**src/rtl/led_pattern_monitor.sv**
```systemverilog
// Far-end observer of the rotating LED bus: verifies each change is a one-position
// left rotation at the expected cadence, counts good steps and latches error flags.
module led_pattern_monitor #(
  parameter  int CLK_FREQ = 25_000_000,
  parameter  int TOL      = 2,
  localparam int PW       = $clog2(2*CLK_FREQ+1)
) (
  input  logic          clk,
  input  logic          rst_n,
  input  logic [7:0]    leds_in,
  input  logic          clear,
  output logic          locked,
  output logic          step_pulse,
  output logic [15:0]   step_count,
  output logic [PW-1:0] period,
  output logic          rot_err,
  output logic          per_err,
  output logic          stall
);

  localparam logic [PW-1:0] CMAX = PW'(2*CLK_FREQ);
  localparam logic [PW:0]   PLO  = (CLK_FREQ > TOL) ? (PW+1)'(CLK_FREQ-TOL) : '0;
  localparam logic [PW:0]   PHI  = (PW+1)'(CLK_FREQ+TOL);

  typedef enum logic [1:0] {ACQ, MEAS, LOCK} state_t;

  state_t        state, state_nx;
  logic [7:0]    s1, s2, prev;
  logic [PW-1:0] cnt;
  logic [PW:0]   per_new;
  logic          change, rot_ok, per_ok;
  logic          do_step, set_rot, set_per, set_stall;

  assign change  = (s2 != prev);
  assign per_new = {1'b0, cnt} + 1'b1;
  assign rot_ok  = (s2 == {prev[6:0], prev[7]});
  assign per_ok  = (per_new >= PLO) && (per_new <= PHI);
  assign locked  = (state == LOCK);

  always_ff @(posedge clk or negedge rst_n) begin
    if (!rst_n) state <= ACQ;
    else        state <= state_nx;
  end

  // A change on the same edge the counter would saturate wins over the stall.
  always_comb begin
    state_nx  = state;
    do_step   = 1'b0;
    set_rot   = 1'b0;
    set_per   = 1'b0;
    set_stall = 1'b0;
    if (clear) begin
      state_nx = ACQ;
    end else if (change) begin
      case (state)
        ACQ: state_nx = MEAS;
        MEAS, LOCK: begin
          set_rot = !rot_ok;
          set_per = !per_ok;
          if (rot_ok && per_ok) begin
            do_step  = 1'b1;
            state_nx = LOCK;
          end else begin
            state_nx = MEAS;
          end
        end
        default: state_nx = ACQ;
      endcase
    end else if (state != ACQ && cnt == CMAX - 1'b1) begin
      set_stall = 1'b1;
      state_nx  = ACQ;
    end
  end

  always_ff @(posedge clk or negedge rst_n) begin
    if (!rst_n) begin
      s1         <= '0;
      s2         <= '0;
      prev       <= '0;
      cnt        <= '0;
      period     <= '0;
      step_pulse <= 1'b0;
      step_count <= '0;
      rot_err    <= 1'b0;
      per_err    <= 1'b0;
      stall      <= 1'b0;
    end else begin
      s1         <= leds_in;
      s2         <= s1;
      step_pulse <= do_step;
      if (clear) begin
        // Re-base on whatever is on the bus now; period keeps its last value.
        prev       <= s2;
        cnt        <= '0;
        step_count <= '0;
        rot_err    <= 1'b0;
        per_err    <= 1'b0;
        stall      <= 1'b0;
      end else begin
        if (change) begin
          prev   <= s2;
          period <= per_new[PW-1:0];
          cnt    <= '0;
        end else if (cnt != CMAX) begin
          cnt <= cnt + 1'b1;
        end
        if (do_step)   step_count <= step_count + 16'd1;
        if (set_rot)   rot_err    <= 1'b1;
        if (set_per)   per_err    <= 1'b1;
        if (set_stall) stall      <= 1'b1;
      end
    end
  end

endmodule

```
**config.mk**
```make
export PLATFORM = sky130hd
export DESIGN_NAME = led_pattern_monitor
export DESIGN_NICKNAME = d
export VERILOG_FILES = /design/src/rtl/led_pattern_monitor.sv
export SDC_FILE = /design/constraint.sdc
export NUM_CORES = 1
export LEC_CHECK = 0
export BUFFER_PORTS_ARGS = -buffer_cell sky130_fd_sc_hd__buf_2
export CORE_ASPECT_RATIO = 1.5
export CORE_MARGIN = 2
export CORE_UTILIZATION = 58
export DETAILED_ROUTE_END_ITERATION = 10
export PLACE_DENSITY = 0.77
export SYNTH_ARGS = -nofsm -noshare
export SYNTH_HDL_FRONTEND = slang
export SYNTH_SLANG_ARGS = --single-unit
```
**constraint.sdc**
```tcl
create_clock -name clk -period 3.55 [get_ports clk]
set_input_delay 0.71 -clock clk [delete_from_list [all_inputs] [get_ports clk]]
set_output_delay 0.71 -clock clk [all_outputs]
set_load 0.02 [all_outputs]
```
* After elaboration in Yosys (flattened, before gate mapping)
Index checks and enable logic that the tools add are counted.
Operators by class: reduce and logical (&&, ||, !) cells 16, equality and inequality tests 6, muxes and demuxes 31, $lt $le $gt $ge 2, bitwise logic cells 1, add/subtract/negate cells 3
Operators with widths (count):
- $mux 26 | 3
- $mux 16 | 2
- $add 26x1->27 const B | 1
- $ge 27x25->1 const B | 1
- $le 27x25->1 const B | 1
- $add 26x1->26 const B | 1
- $eq 26x26->1 const B | 1
- $ne 26x26->1 const B | 1
- $mux 1 | 19
- $add 16x1->16 const B | 1
- $mux 8 | 2
- $reduce_bool 2->1 | 6
- $eq 8x8->1 | 1
- $mux 2 | 4
- $ne 8x8->1 | 1
- $reduce_bool 3->1 | 2
- $pmux 2 s2 | 1
- $logic_and 1x1->1 | 3
- $eq 2x1->1 const B | 1
- $eq 2x2->1 const B | 1
- $logic_not 1->1 | 2
- $logic_not 2->1 | 1
- $reduce_and 2->1 | 1
- $reduce_or 2->1 | 1
- $not 1->1 | 1
Word-level totals: input port bits 11, output and inout port bits 47, register bits 98

* Longest topological paths before layout
Gate-level depths: netlist (run 1).
word-level depth 10, depth in mapped cells 12, mapped depth without buffers 9

* Worst setup path before layout (run 1)
OpenSTA, ideal clock, no wires.
path kind register -> register, start reg cnt[0], end reg step_count[8], cell stages (with the launch flop) 12, data required time 3.414 ns, buffers on the path 2, path slack 0.263 ns, clock period less this slack 3.287 ns, arrival time 3.151 ns, path through dfrtp_1 -> ha_1 -> nand4_2 -> or4_4 -> or3_1 -> a211o_1 -> a22oi_2 -> o211ai_2 -> clkbuf_1 -> clkbuf_1 -> o31ai_1 -> a21oi_1
Between the ends: longest elaborated chain between the ends 9, elaborated cells on any way between the ends 10
RTL lines:
- start, declared | line 29 | logic [PW-1:0] cnt;
- start signal, assigned | line 105 | cnt <= cnt + 1'b1;
- $add 26x1->27 * | line 35 | assign per_new = {1'b0, cnt} + 1'b1;
- $ge 27x25->1 or $le 27x25->1 (tied branches) | line 37 | assign per_ok = (per_new >= PLO) && (per_new <= PHI);
- $logic_and 1x1->1 * | line 37
- $logic_and 1x1->1 * | line 60 | if (rot_ok && per_ok) begin
- $mux 1 * | line 60
- $mux 1 * | line 55 | case (state)
- $mux 1 * | line 54 | end else if (change) begin
- $mux 1 * | line 52 | if (clear) begin
- $reduce_bool 2->1 (no source line) *
- end signal, assigned | line 107 | if (do_step) step_count <= step_count + 16'd1;
- end, declared | line 14 | output logic [15:0] step_count,
Every way passes the cells marked *; elsewhere a longest branch is shown, timed or not. A chain may end at the register's enable or synchronous reset.

* Final worst setup path (run 1)
start reg cnt[1], end reg step_count[14]
The elaborated chain is that of the path after synthesis.

==> results of run 1 <==
flip-flops by register name, summed over array words and instances, names as in the netlist:
name / flops
rot_err: 1
stall: 1
cnt: 26
prev: 8
s2: 8
state: 2
step_count: 16
per_err: 1
s1: 8
step_pulse: 1
period: 26
final timing paths:
path                              from              to  slack [ps]  depth (start not counted)
worst min register to register   s1[6]           s2[6]         350                          0
worst max-delay path            cnt[1]  step_count[14]         180                         10
worst max register to register  cnt[1]  step_count[14]         180                         10
worst min-delay path             s1[6]           s2[6]         350                          0
max in group asynchronous        rst_n  step_count[13]        2190                          2
min in group asynchronous        rst_n      period[13]         540                          1
area by class of cell:
type / count / share of cell area [%]
tap: 105 / 2.420
timing repair buffer: 68 / 6.822
multi-input combinational: 347 / 38.88
inverter: 10 / 0.6914
clock inverter: 7 / 1.844
clock buffer: 9 / 4.148
sequential: 98 / 45.19
per-stage QoR:
step / total power (uW) / cell area [sq um]
6_report: 2351 / 5429
5_1_grt: 2439 / 5429
4_1_cts: 2372 / 5425
3_5_place_dp: 1354 / 5100
3_3_place_gp: 1348 / 5100
2_1_floorplan: 1287 / 4745
power by group through the flow:
stage / Clock [uW] / Combinational, uW / Sequential (uW)
2_1_floorplan: 0 / 58.7 / 1230
3_3_place_gp: 0 / 150 / 1200
3_5_place_dp: 0 / 153 / 1200
4_1_cts: 1040 / 153 / 1180
5_1_grt: 1090 / 167 / 1180
6_report: 1020 / 149 / 1180
critical path, cell delays in order (launching register included):
cell and delay (ps):
dfrtp_2 430, ha_2 270, nand4_2 130, or4_4 540, or3_1 390, a211o_1 310
a22oi_2 190, o211ai_2 100, buf_4 230, or4_1 520, a21oi_1 170
routing by layer:
metal	vias up	track usage [%]
met5	-	0
met4	0	12.02
met3	27	3.689
met2	128	44.02
met1	1834	28.50
li1	1837	-
logic make-up after synthesis:
kind of cell	count (synthesis)	share of synthesized area, %
AO/OA/AOI/OAI	92	12.26
XOR/XNOR	38	7.015
adder cells (fa/ha/maj)	7	1.846
buffers and inverters	47	4.035
flip-flops	98	51.69
multiplexers	3	0.6856
AND/OR/NAND/NOR	207	22.47
cell usage after synthesis, types with 4 or more instances:
cell      number
dfrtp_1       98
nor2_1        73
a21oi_1       47
clkbuf_1      28
nand2_1       26
nand3_1       25
xnor2_1       21
xor2_1        17
o31ai_1       14
nand4_1       13
or4_1         12
nor4_1        11
inv_1         10
nor3_1         9
ha_1           7
and3_1         6
or3_1          6
buf_2          5
o21ai_1        5
and2_1         4
nand2b_1       4
timing repair:
item	in CTS	in global routing
gates resized for setup	0	2
endpoints found under the setup margin	0	13
endpoints found under the hold margin	0	0
==> flow_summary.yaml, run 1 <==
global_route:
  grt_max_degree: 90
  grt_overflow: 0
  grt_antenna_before_repair: 0
  grt_pass1_vias: 3733
  grt_usage_pct: 24.52
  grt_pass1_wl_mm: 17.24
synthesis:
  syn_inst: 492
  synth-async-reset-ratio_pct: 100.0
  yosys_register_bits: 98
  yosysTopAreaCell: "dfrtp_1"
  synth_warnings: 0
  synth_ff_type: "dfrtp_1"
  syn_area_sq_mm: 0.004745
  synth_nets: 510
  yosys-top-cells-area: "dfrtp_1, nor2_1, a21oi_1"
  synth_top_area_share_pct: 51.69
  synth-edff-count: 0
  seq_area_frac_synth_pct: 51.69
  synth.avg_cell_area_sq_um: 9.643
  yosysUniqueCellTypes: 58
sta:
  setup_ws_ps: 179.1
  fin_crit_ps: 3371
  finalHoldViolations: 0
  maxSlewViolCount: 0
  setup_violations: 0
  fmax_mhz: 296.7
  grt_setup_unrepaired: "no"
  fin_hold_ws_ps: 350.8
  clock-skew-final_ps: 5.470
  fin_tns_setup_ps: 0
  tightest_slew_ps: 1082
  slew_headroom_pct: 27.89
  period_share_pct: 94.95
critical_path:
  cp_max_fo: 32
  crit_type: "flop to flop"
  cp.arrival_ps: 3630
  worstPathRequired_ps: 3810
  cp-start-kind: "flop"
  end_kind: "flop"
routing:
  met1Wirelength_mm: 4.093
  num_vias: 3826
  antenna_left: 0
  first_iter_violations: 313
  wl_met2_mm: 5.675
  drc: 0
  wl_per_cell_microns: 16.34
  wl_met3_microns: 444
  vias_per_cell: 5.941
  top_layer: "met4"
  totalWireLength_mm: 10.52
  drtPass1Iterations: 5
power:
  comb_power_share_pct: 6.4
  power_density_mw_per_mm2: 433.1
  cellLeakagePower_uw: 0.002297
  vdd_ir_drop_max_mv: 0.3605
  power.internal_uw: 1773
  clock_power_share_pct: 43.5
  seqPwrFrac_pct: 50.1
  p_sw_share_pct: 24.61
  p_sw_uw: 578.8
placement:
  dp.cells: 628
  gp_congestion: 0.9291
  post-place-ws_ps: 110.3
  dp_hpwl_mm: 7.510
  portBuffers: 57
flow_run:
  drv_cap: 0
layout:
  seq_area_sq_mm: 0.002454
  n_fill_cell: 624
  final_nets: 552
  drive_above_1_share_pct: 17.63
  multi_input_area_sq_mm: 0.002111
  final_common_cell: "dfrtp_1"
  antennaDiodeCount: 0
  utilization_pct: 68.22
  final_cells: 644
  syn_to_final_growth_pct: 14.43
  final_cell_mix: "dfrtp_1, nor2_1, buf_2"
floorplanning:
  fp.dieArea_sq_mm: 0.008934
  core.rowCount: 40
  die_h_microns: 114.8
  fp.dieW_microns: 77.85
  core_sq_mm: 0.007958
  start_util_pct: 59.62
  io_pins: 58
clock_tree:
  cts_tree: "yes"
  htree_levels: 3
  cts_sinks: 98
  cts_buffer_depth: 2
  cts_root_buf: "clkbuf_16"
  numCtsBuffers: 9
  clkTransAtPathRegs_ps: 70
  clk_latency_ps: 350
  ctsHoldBuffers: 0
  cts_setup_buffers: 0
worst_hold_path:
  hp-class: "flop to flop"
run_status:
  status: "finished clean"
Note: power is estimated with default switching activity, not from simulation.
==> run 2, diff against run 1 <==
==> constraint.sdc (replaced) <==
create_clock -name clk -period 3.2 [get_ports clk]
set_input_delay 0.64 -clock clk [delete_from_list [all_inputs] [get_ports clk]]
set_output_delay 0.64 -clock clk [all_outputs]
set_load 0.02 [all_outputs]
==> flow_summary.yaml, run 2 (synthesis gave the netlist of run 1 again) <==
global_route:
  grt_antenna_before_repair: 0
  grt_max_degree: 54
  grt_pass1_vias: 3964
  grt_overflow: 0
  grt_usage_pct: 25.80
  grt_pass1_wl_mm: 18.25
clock_tree:
  cts_tree: "yes"
  numCtsBuffers: 9
  clk_latency_ps: 350
  htree_levels: 3
  ctsHoldBuffers: 0
  cts_sinks: 98
  clkTransAtPathRegs_ps: 80
  cts_buffer_depth: 2
  cts_root_buf: "clkbuf_16"
sta:
  fin_hold_ws_ps: 314.6
  tightest_slew_ps: 672.7
  slew_headroom_pct: 55.15
  clock-skew-final_ps: 8.085
  maxSlewViolCount: 0
  fin_tns_setup_ps: 0
  finalHoldViolations: 0
  period_share_pct: 99.63
  fin_crit_ps: 3188
  grt_setup_unrepaired: "yes"
  fmax_mhz: 313.7
  setup_violations: 0
layout:
  final_common_cell: "dfrtp_1"
  final_nets: 575
  final_cell_mix: "dfrtp_1, nor2_1, buf_2"
  multi_input_area_sq_mm: 0.002200
  seq_area_sq_mm: 0.002454
  antennaDiodeCount: 0
  drive_above_1_share_pct: 24.56
  reg.largest.list: "cnt (26), period (26), step_count (16)"
  syn_to_final_growth_pct: 20.89
  final_cell_area_sq_mm: 0.005736
  n_fill_cell: 582
  utilization_pct: 72.08
floorplanning:
  fp.dieW_microns: 77.85
  die_h_microns: 114.8
  io_pins: 58
  fp.dieArea_sq_mm: 0.008934
  core_sq_mm: 0.007958
  core.rowCount: 40
  start_util_pct: 59.62
routing:
  num_vias: 4111
  drtPass1Iterations: 5
  antenna_left: 0
  wl_per_cell_microns: 17.37
  vias_per_cell: 6.163
  first_iter_violations: 330
  drc: 0
  totalWireLength_mm: 11.59
critical_path:
  worstPathRequired_ps: 3470
  cp.arrival_ps: 3460
  crit_type: "flop to flop"
  cp-start-kind: "flop"
  cp_max_fo: 8
  end_kind: "flop"
power:
  power_density_mw_per_mm2: 446.6
  cellLeakagePower_uw: 0.002457
  vdd_ir_drop_max_mv: 0.4399
  p_total_uw: 2561
placement:
  portBuffers: 57
  gp_congestion: 0.9457
  dp_hpwl_mm: 7.819
  placed_area_sq_mm: 0.005264
flow_run:
  drv_cap: 0
worst_hold_path:
  hp-class: "input port to async pin"
run_status:
  status: "finished clean"
## run 2: cell types whose count changed in the layout (fill, tap and decap cells not counted), moves of 2 or more
cell	delta
buf_4	+19
a21oi_1	-7
a21oi_2	+7
or4_1	-6
or4_4	+6
buf_12	+2
clkbuf_16	+2
clkinv_4	-2
nand3_1	-2
nand3_2	+2
nor4_1	-2
nor4_2	+2
## run 2: what timing repair did
action                     CTS  global route
setup endpoints to repair    0            13
resized for setup            0            21
buffers inserted             0             3
hold endpoints to repair     0             0
## run 2: final cells by class
type / instances / share of cell area, %
clock buffer: 9 / 3.927
clock inverter: 7 / 1.483
inverter: 10 / 0.6545
multi-input combinational: 347 / 38.35
sequential: 98 / 42.78
tap: 105 / 2.291
timing repair buffer: 91 / 10.51
## run 2: routing by layer
| metal | up-vias | GRT usage [%] | part of all wire, % |
|---|---|---|---|
| li1 | 1878 | - | - |
| met1 | 2010 | 30.20 | 38 |
| met2 | 166 | 45.11 | 53 |
| met3 | 57 | 4.160 | 4.8 |
| met4 | 0 | 14.29 | 4.5 |
| met5 | - | 0 | 0 |
## run 2: metrics by stage
| stage | instances | setup WS [ps] |
|---|---|---|
| after detailed placement | 646 | 76.88 |
| after global routing | 667 | -60.26 |
| after CTS | 662 | 60.45 |
| after global placement | 646 | 143.4 |
| after floorplan | 492 | 6.880 |
| final | 667 | 11.95 |
## run 2: worst paths after layout
path | from | to | slack, ps | cells after the start
min reg2reg | s1[1] | s2[1] | 350 | 0
max | cnt[15] | step_count[14] | 10 | 9
max in group asynchronous | rst_n | period[23] | 2200 | 2
max reg2reg | cnt[15] | step_count[14] | 10 | 9
min | rst_n | period[9] | 310 | 1
min in group clk | s1[1] | s2[1] | 350 | 0
## run 2: worst max-delay path: stages (launching register included)
cell	delay [ps]
dfrtp_1	440
nand3_1	190
or3_1	570
o21a_1	250
nor4_1	330
o2111a_1	300
o211ai_2	180
clkbuf_16	210
or4_4	500
a21oi_1	130
## run 2: power by group
group          leakage (uW)  internal (uW)  switching, uW
Combinational       0.00104           57.1            114
Sequential          0.00127           1280           27.2
Clock              0.000147            558            524
Total               0.00246           1900            665
